===== src/rtl/mem_stage.sv =====
// Memory-access stage: turns EX/MEM loads/stores into word-aligned req/ack bus
// transactions, steers byte lanes, extends load data and stalls the pipeline.
module mem_stage #(
  parameter int unsigned ADDRESS_WIDTH  = 32,
  parameter int unsigned DATA_WIDTH     = 32,
  parameter int unsigned TIMEOUT_CYCLES = 255
) (
  input  logic                     clk,
  input  logic                     rst_n,
  input  logic                     mem_write_m_i,
  input  logic [1:0]               result_src_m_i,
  input  logic [2:0]               funct3_m_i,
  input  logic [ADDRESS_WIDTH-1:0] alu_result_m_i,
  input  logic [DATA_WIDTH-1:0]    write_data_m_i,
  output logic [DATA_WIDTH-1:0]    read_data_m_o,
  output logic                     stall_m_o,
  output logic                     access_fault_o,
  output logic                     bus_err_o,
  output logic                     dmem_req_o,
  output logic                     dmem_we_o,
  output logic [ADDRESS_WIDTH-1:0] dmem_addr_o,
  output logic [3:0]               dmem_be_o,
  output logic [DATA_WIDTH-1:0]    dmem_wdata_o,
  input  logic [DATA_WIDTH-1:0]    dmem_rdata_i,
  input  logic                     dmem_ack_i
);

  localparam int unsigned CntW = 16;

  typedef enum logic [1:0] {
    S_IDLE = 2'd0,
    S_WAIT = 2'd1,
    S_DONE = 2'd2
  } state_e;

  state_e                state_q, state_d;
  logic [CntW-1:0]       cnt_q, cnt_d;
  logic [DATA_WIDTH-1:0] raw_q, raw_d;
  logic                  err_q, err_d;

  logic                  is_store, is_load, mem_op, fault, start;
  logic [1:0]            byte_off;
  logic [7:0]            ld_byte;
  logic [15:0]           ld_half;
  logic [DATA_WIDTH-1:0] ext_data;

  assign is_store = mem_write_m_i;
  assign is_load  = ~mem_write_m_i & (result_src_m_i == 2'b01);
  assign mem_op   = is_store | is_load;
  assign byte_off = alu_result_m_i[1:0];

  // Illegal width codes and misaligned halfword/word addresses
  always_comb begin
    fault = 1'b0;
    case (funct3_m_i)
      3'b000:  fault = 1'b0;
      3'b001:  fault = byte_off[0];
      3'b010:  fault = (byte_off != 2'b00);
      3'b100:  fault = is_store;
      3'b101:  fault = is_store | byte_off[0];
      default: fault = 1'b1;
    endcase
  end

  assign access_fault_o = mem_op & fault;
  assign start          = rst_n & mem_op & ~fault & (state_q == S_IDLE);

  always_comb begin
    state_d = state_q;
    cnt_d   = cnt_q;
    raw_d   = raw_q;
    err_d   = err_q;
    case (state_q)
      S_IDLE: begin
        cnt_d = '0;
        err_d = 1'b0;
        if (start) state_d = S_WAIT;
      end
      S_WAIT: begin
        if (dmem_ack_i) begin
          raw_d   = dmem_rdata_i;
          state_d = S_DONE;
        end else if (cnt_q == CntW'(TIMEOUT_CYCLES - 1)) begin
          raw_d   = '0;
          err_d   = 1'b1;
          state_d = S_DONE;
        end else begin
          cnt_d = cnt_q + CntW'(1);
        end
      end
      S_DONE: begin
        cnt_d   = '0;
        err_d   = 1'b0;
        state_d = S_IDLE;
      end
      default: state_d = S_IDLE;
    endcase
  end

  always_ff @(posedge clk or negedge rst_n) begin
    if (!rst_n) begin
      state_q <= S_IDLE;
      cnt_q   <= '0;
      raw_q   <= '0;
      err_q   <= 1'b0;
    end else begin
      state_q <= state_d;
      cnt_q   <= cnt_d;
      raw_q   <= raw_d;
      err_q   <= err_d;
    end
  end

  // Request is asserted in the issuing IDLE cycle and held through WAIT
  assign dmem_req_o  = start | (rst_n & (state_q == S_WAIT));
  assign stall_m_o   = dmem_req_o;
  assign dmem_we_o   = is_store;
  assign bus_err_o   = (state_q == S_DONE) & err_q;
  assign dmem_addr_o = {alu_result_m_i[ADDRESS_WIDTH-1:2], 2'b00};

  always_comb begin
    dmem_be_o    = 4'b1111;
    dmem_wdata_o = write_data_m_i;
    if (is_store) begin
      case (funct3_m_i[1:0])
        2'b00: begin
          dmem_be_o    = 4'b0001 << byte_off;
          dmem_wdata_o = {4{write_data_m_i[7:0]}};
        end
        2'b01: begin
          dmem_be_o    = byte_off[1] ? 4'b1100 : 4'b0011;
          dmem_wdata_o = {2{write_data_m_i[15:0]}};
        end
        default: ;
      endcase
    end
  end

  // Lane extraction relies on address/funct3 being frozen through DONE
  assign ld_byte = raw_q[8*byte_off +: 8];
  assign ld_half = byte_off[1] ? raw_q[31:16] : raw_q[15:0];

  always_comb begin
    case (funct3_m_i[1:0])
      2'b00:   ext_data = funct3_m_i[2] ? {24'b0, ld_byte} : {{24{ld_byte[7]}}, ld_byte};
      2'b01:   ext_data = funct3_m_i[2] ? {16'b0, ld_half} : {{16{ld_half[15]}}, ld_half};
      default: ext_data = raw_q;
    endcase
  end

  assign read_data_m_o = (state_q == S_DONE) ? ext_data : '0;

endmodule


===== config.mk =====
export PLATFORM = sky130hd
export DESIGN_NAME = mem_stage
export DESIGN_NICKNAME = d
export VERILOG_FILES = /design/src/rtl/mem_stage.sv
export SDC_FILE = /design/constraint.sdc
export NUM_CORES = 1
export LEC_CHECK = 0
export BUFFER_PORTS_ARGS = -buffer_cell sky130_fd_sc_hd__buf_2
export CORE_MARGIN = 4
export CORE_UTILIZATION = 42
export CTS_CLUSTER_SIZE = 20
export DETAILED_ROUTE_END_ITERATION = 10
export HOLD_SLACK_MARGIN = 0.12
export PLACE_DENSITY = 0.78
export SYNTH_ARGS = -nofsm -noshare
export SYNTH_HDL_FRONTEND = slang
export SYNTH_SLANG_ARGS = --single-unit

===== constraint.sdc =====
create_clock -name clk -period 1.65 [get_ports clk]
set_input_delay 0.165 -clock clk [delete_from_list [all_inputs] [get_ports clk]]
set_output_delay 0.165 -clock clk [all_outputs]
set_load 0.005 [all_outputs]

==> metrics <==
outcome=finished, violations left; failing checks=setup timing; TritonCTS buffer count=5; Psw=1396 uW; Multi-input gate area=0.002645 mm^2; Critical Path, Cell by Cell=nor2b_1 -> o41a_1 -> or2_4 -> buf_12 -> a221oi_4 -> buf_2; # rows=35; initial core utilization=43.81%; layout net count=814; core footprint=0.009371 mm^2; average wire per standard cell=20.24 um; GR Layer Usage met1=29.15%; Post-Route WL=16.94 mm; diodes inserted=0; Clock Tree Buf Depth=2; # setup viols final=67; first-pass GRT wire length=23.58 mm; gr ovfl total=0; internal power=2446 uW; mean post-synth cell area=8.145 um^2; M2 GR Usage=45.77%; initial antenna violation count=0; number of remaining DRC errors=0; sw frac=36.33%; Worst Path Arrival=1.96 ns; gr usage total=25.70%; final total power=3842 uW; ANT nets after route=0; area of the die=0.01142 mm^2; worst slew pin tran=0.5788 ns; clock-pin slew on the worst setup and hold paths=0.11 ns; HP Class=input pin to flop; vias in the first global route=4760; routability cong.=0.9082; clock power share=19.7%; Comb pwr share=40.2%; cell taking the most area after synthesis=dfrtp_1; CP required=1.48 ns; Die X=106.9 um; share of cells above drive strength 1=50.14%; post-synth cell types=49; static leakage=0.002895 uW; GR Layer Usage met3=4.094%; IO Pins=210; pwr dens=612.8 mW/mm^2; EDFF count, synth=0; Via Count=5010; fraction of registers with async set/reset=100.0%; Area contributors post-synth=dfrtp_1, buf_4, nand2_1; final hold viol count=0; Reg power frac=40.1%; CP endpoint kind=output pin; Skew-Pair Late Insertion Delay=0.32 ns; final setup TNS=-11.99 ns; critical path fanouts, max=6; busiest layer in global routing=met2; fillers=710; Die Y-Extent=106.9 um; upper clock frequency limit=471.5 MHz; fin. max-slew vios=0; max cap viols=0; HPWL Detailed=10.95 mm; synth warn=0; #FFs+latches synth=51; Slew HR=61.01%; Synth Flop Type=dfrtp_1; clock sinks=51; CP peak stage delay=0.37 ns; Syn Inst Count=504; final setup margin=-0.4710 ns; Cell Area, Synth=0.004105 mm^2; Critical Path Start Type=flop; RSZ-0062 raised after global routing=yes; critical path class=flop to output pin; clock root buffer=clkbuf_8; clock skew=0.01630 ns; drt pass-1 iters=5; Synth top area share=31.09%; largest net degree at the start of global routing=30; FF+latch area=0.001280 mm^2; Max IR drop VDD=0.0003453 V; CTS tree=done; drt initial violations=480; routed vias/inst=5.986; Layout area overhead=52.73%; Crit-path slowest cell=dfrtp_1; Seq/Total Area, Yosys=31.09%; fin crit period=2.121 ns; # H-tree levels=2; fin crit share=128.5%; # port buffers=147
-- Yosys cell counts, types with 2 or more instances --
cell and n:
nand2b_1 10, clkinv_1 3, o31ai_1 12, or2_1 2, a21oi_1 18, o21ai_1 2
or3_1 3, nor3_1 20, and3_1 4, nor2b_1 22, nor4_1 2, or4_1 5
a31oi_1 2, buf_4 42, clkbuf_1 23, nand4_1 8, o21ai_0 45, o221a_2 7
nor2_1 13, a221oi_2 7, buf_2 14, a22oi_1 32, o31a_1 7, mux2_2 8
inv_1 13, mux2i_1 25, ha_1 2, nand2_1 80, dfrtp_1 51, nand3_2 2
nand3_1 2
-- state kept, by name, indices dropped and copies added (netlist names) --
name     cells
cnt_q       16
err_q        1
raw_q       32
state_q      2
-- repair_timing --
action | in CTS | in global routing
cloned | 3 | 4
gates resized for setup | 44 | 97
setup buffers | 12 | 19
pin swaps | 23 | 43
hold buffers | 29 | 1
endpoints found under the setup margin | 65 | 76
hold endpoints to repair | 79 | 1
-- path summary, 6_finish.rpt --
path | startpoint | cells past startpoint | slack (ns) | endpoint
min in group asynchronous | rst_n | 3 | 0.48 | raw_q[10]
setup / recovery | raw_q[15] | 6 | -0.47 | read_data_m_o[8]
max in group asynchronous | rst_n | 3 | 0.82 | raw_q[28]
setup reg to reg | state_q[1] | 5 | -0.17 | cnt_q[14]
hold reg to reg | err_q | 2 | 0.54 | err_q
hold / removal | dmem_rdata_i[30] | 3 | 0.13 | raw_q[30]
-- cells by family after synthesis --
group | after synthesis | share of synthesized area, %
simple gates | 178 | 21.46
compound gates | 141 | 24.47
buf+inv | 96 | 13.23
flops | 51 | 31.09
mux | 34 | 8.839
fa+ha+maj | 2 | 0.6095
other cells | 1 | 0.09135
xor+xnor | 1 | 0.2134
-- routing by layer --
layer	part of all wire [%]	wire [um]	vias to the layer above
met3	8.2	1384	85
met4	5.4	912	0
li1	-	-	2181
met1	36	6070	2390
met2	51	8575	354
met5	0	0	-
-- layout make-up --
| cell class | count | share of cell area (%) |
|---|---|---|
| Clock buffer | 6 | 1.157 |
| Clock inverter | 2 | 0.1996 |
| Inverter | 16 | 0.9579 |
| Multi-Input combinational cell | 358 | 42.19 |
| Sequential cell | 51 | 20.42 |
| Tap cell | 129 | 2.574 |
| Timing Repair Buffer | 275 | 32.51 |
-- worst max-delay path: cells and delay by family, from the launching register on --
kind,cells,cell delay [ns]
and+or+nand+nor,2,0.33
AOI/OAI and AO/OA,2,0.62
buffers and inverters,2,0.32
DFF,1,0.37
-- stage by stage --
step / hold slack, ns / instances / instance area [um^2] / util [%] / setup slack, ns
floorplan: -0.1306 / 505 / 4109 / - / 0.001760
global placement: 0.2759 / 763 / 5054 / 53.93 / -0.1907
detailed placement: 0.2968 / 763 / 5054 / 53.93 / -0.1832
CTS: 0.1207 / 814 / 5742 / 61.27 / -0.4412
global route: 0.1410 / 837 / 6270 / 66.90 / -0.5475
finish: 0.1343 / 837 / 6270 / 66.90 / -0.4710
-- power by group through the flow --
stage | logic [uW] | registers (uW) | clock network, uW
CTS | 1310 | 1530 | 743
global route | 1660 | 1550 | 813
detailed placement | 1130 | 1550 | 0
global placement | 1100 | 1550 | 0
finish | 1550 | 1540 | 756
floorplan | 698 | 1510 | 0
-- cells in the final DEF, fill, tap and decap left out, drive strengths merged, types with 4 or more instances in the layout --
master,Yosys,final
a21oi,19,19
a221oi,8,8
a22oi,32,32
and3,5,5
buf,57,242
clkbuf,23,9
clkinv,3,4
dfrtp,51,51
dlygate4sd3,0,30
inv,13,13
mux2,8,8
mux2i,25,25
nand2,80,80
nand2b,10,10
nand3,4,4
nand4,8,8
nor2,14,14
nor2b,22,22
nor3,20,20
o21ai,47,47
o221a,8,8
o31a,7,7
o31ai,12,12
or3,4,4
or4,5,5
(Power assumes the default switching activity.)
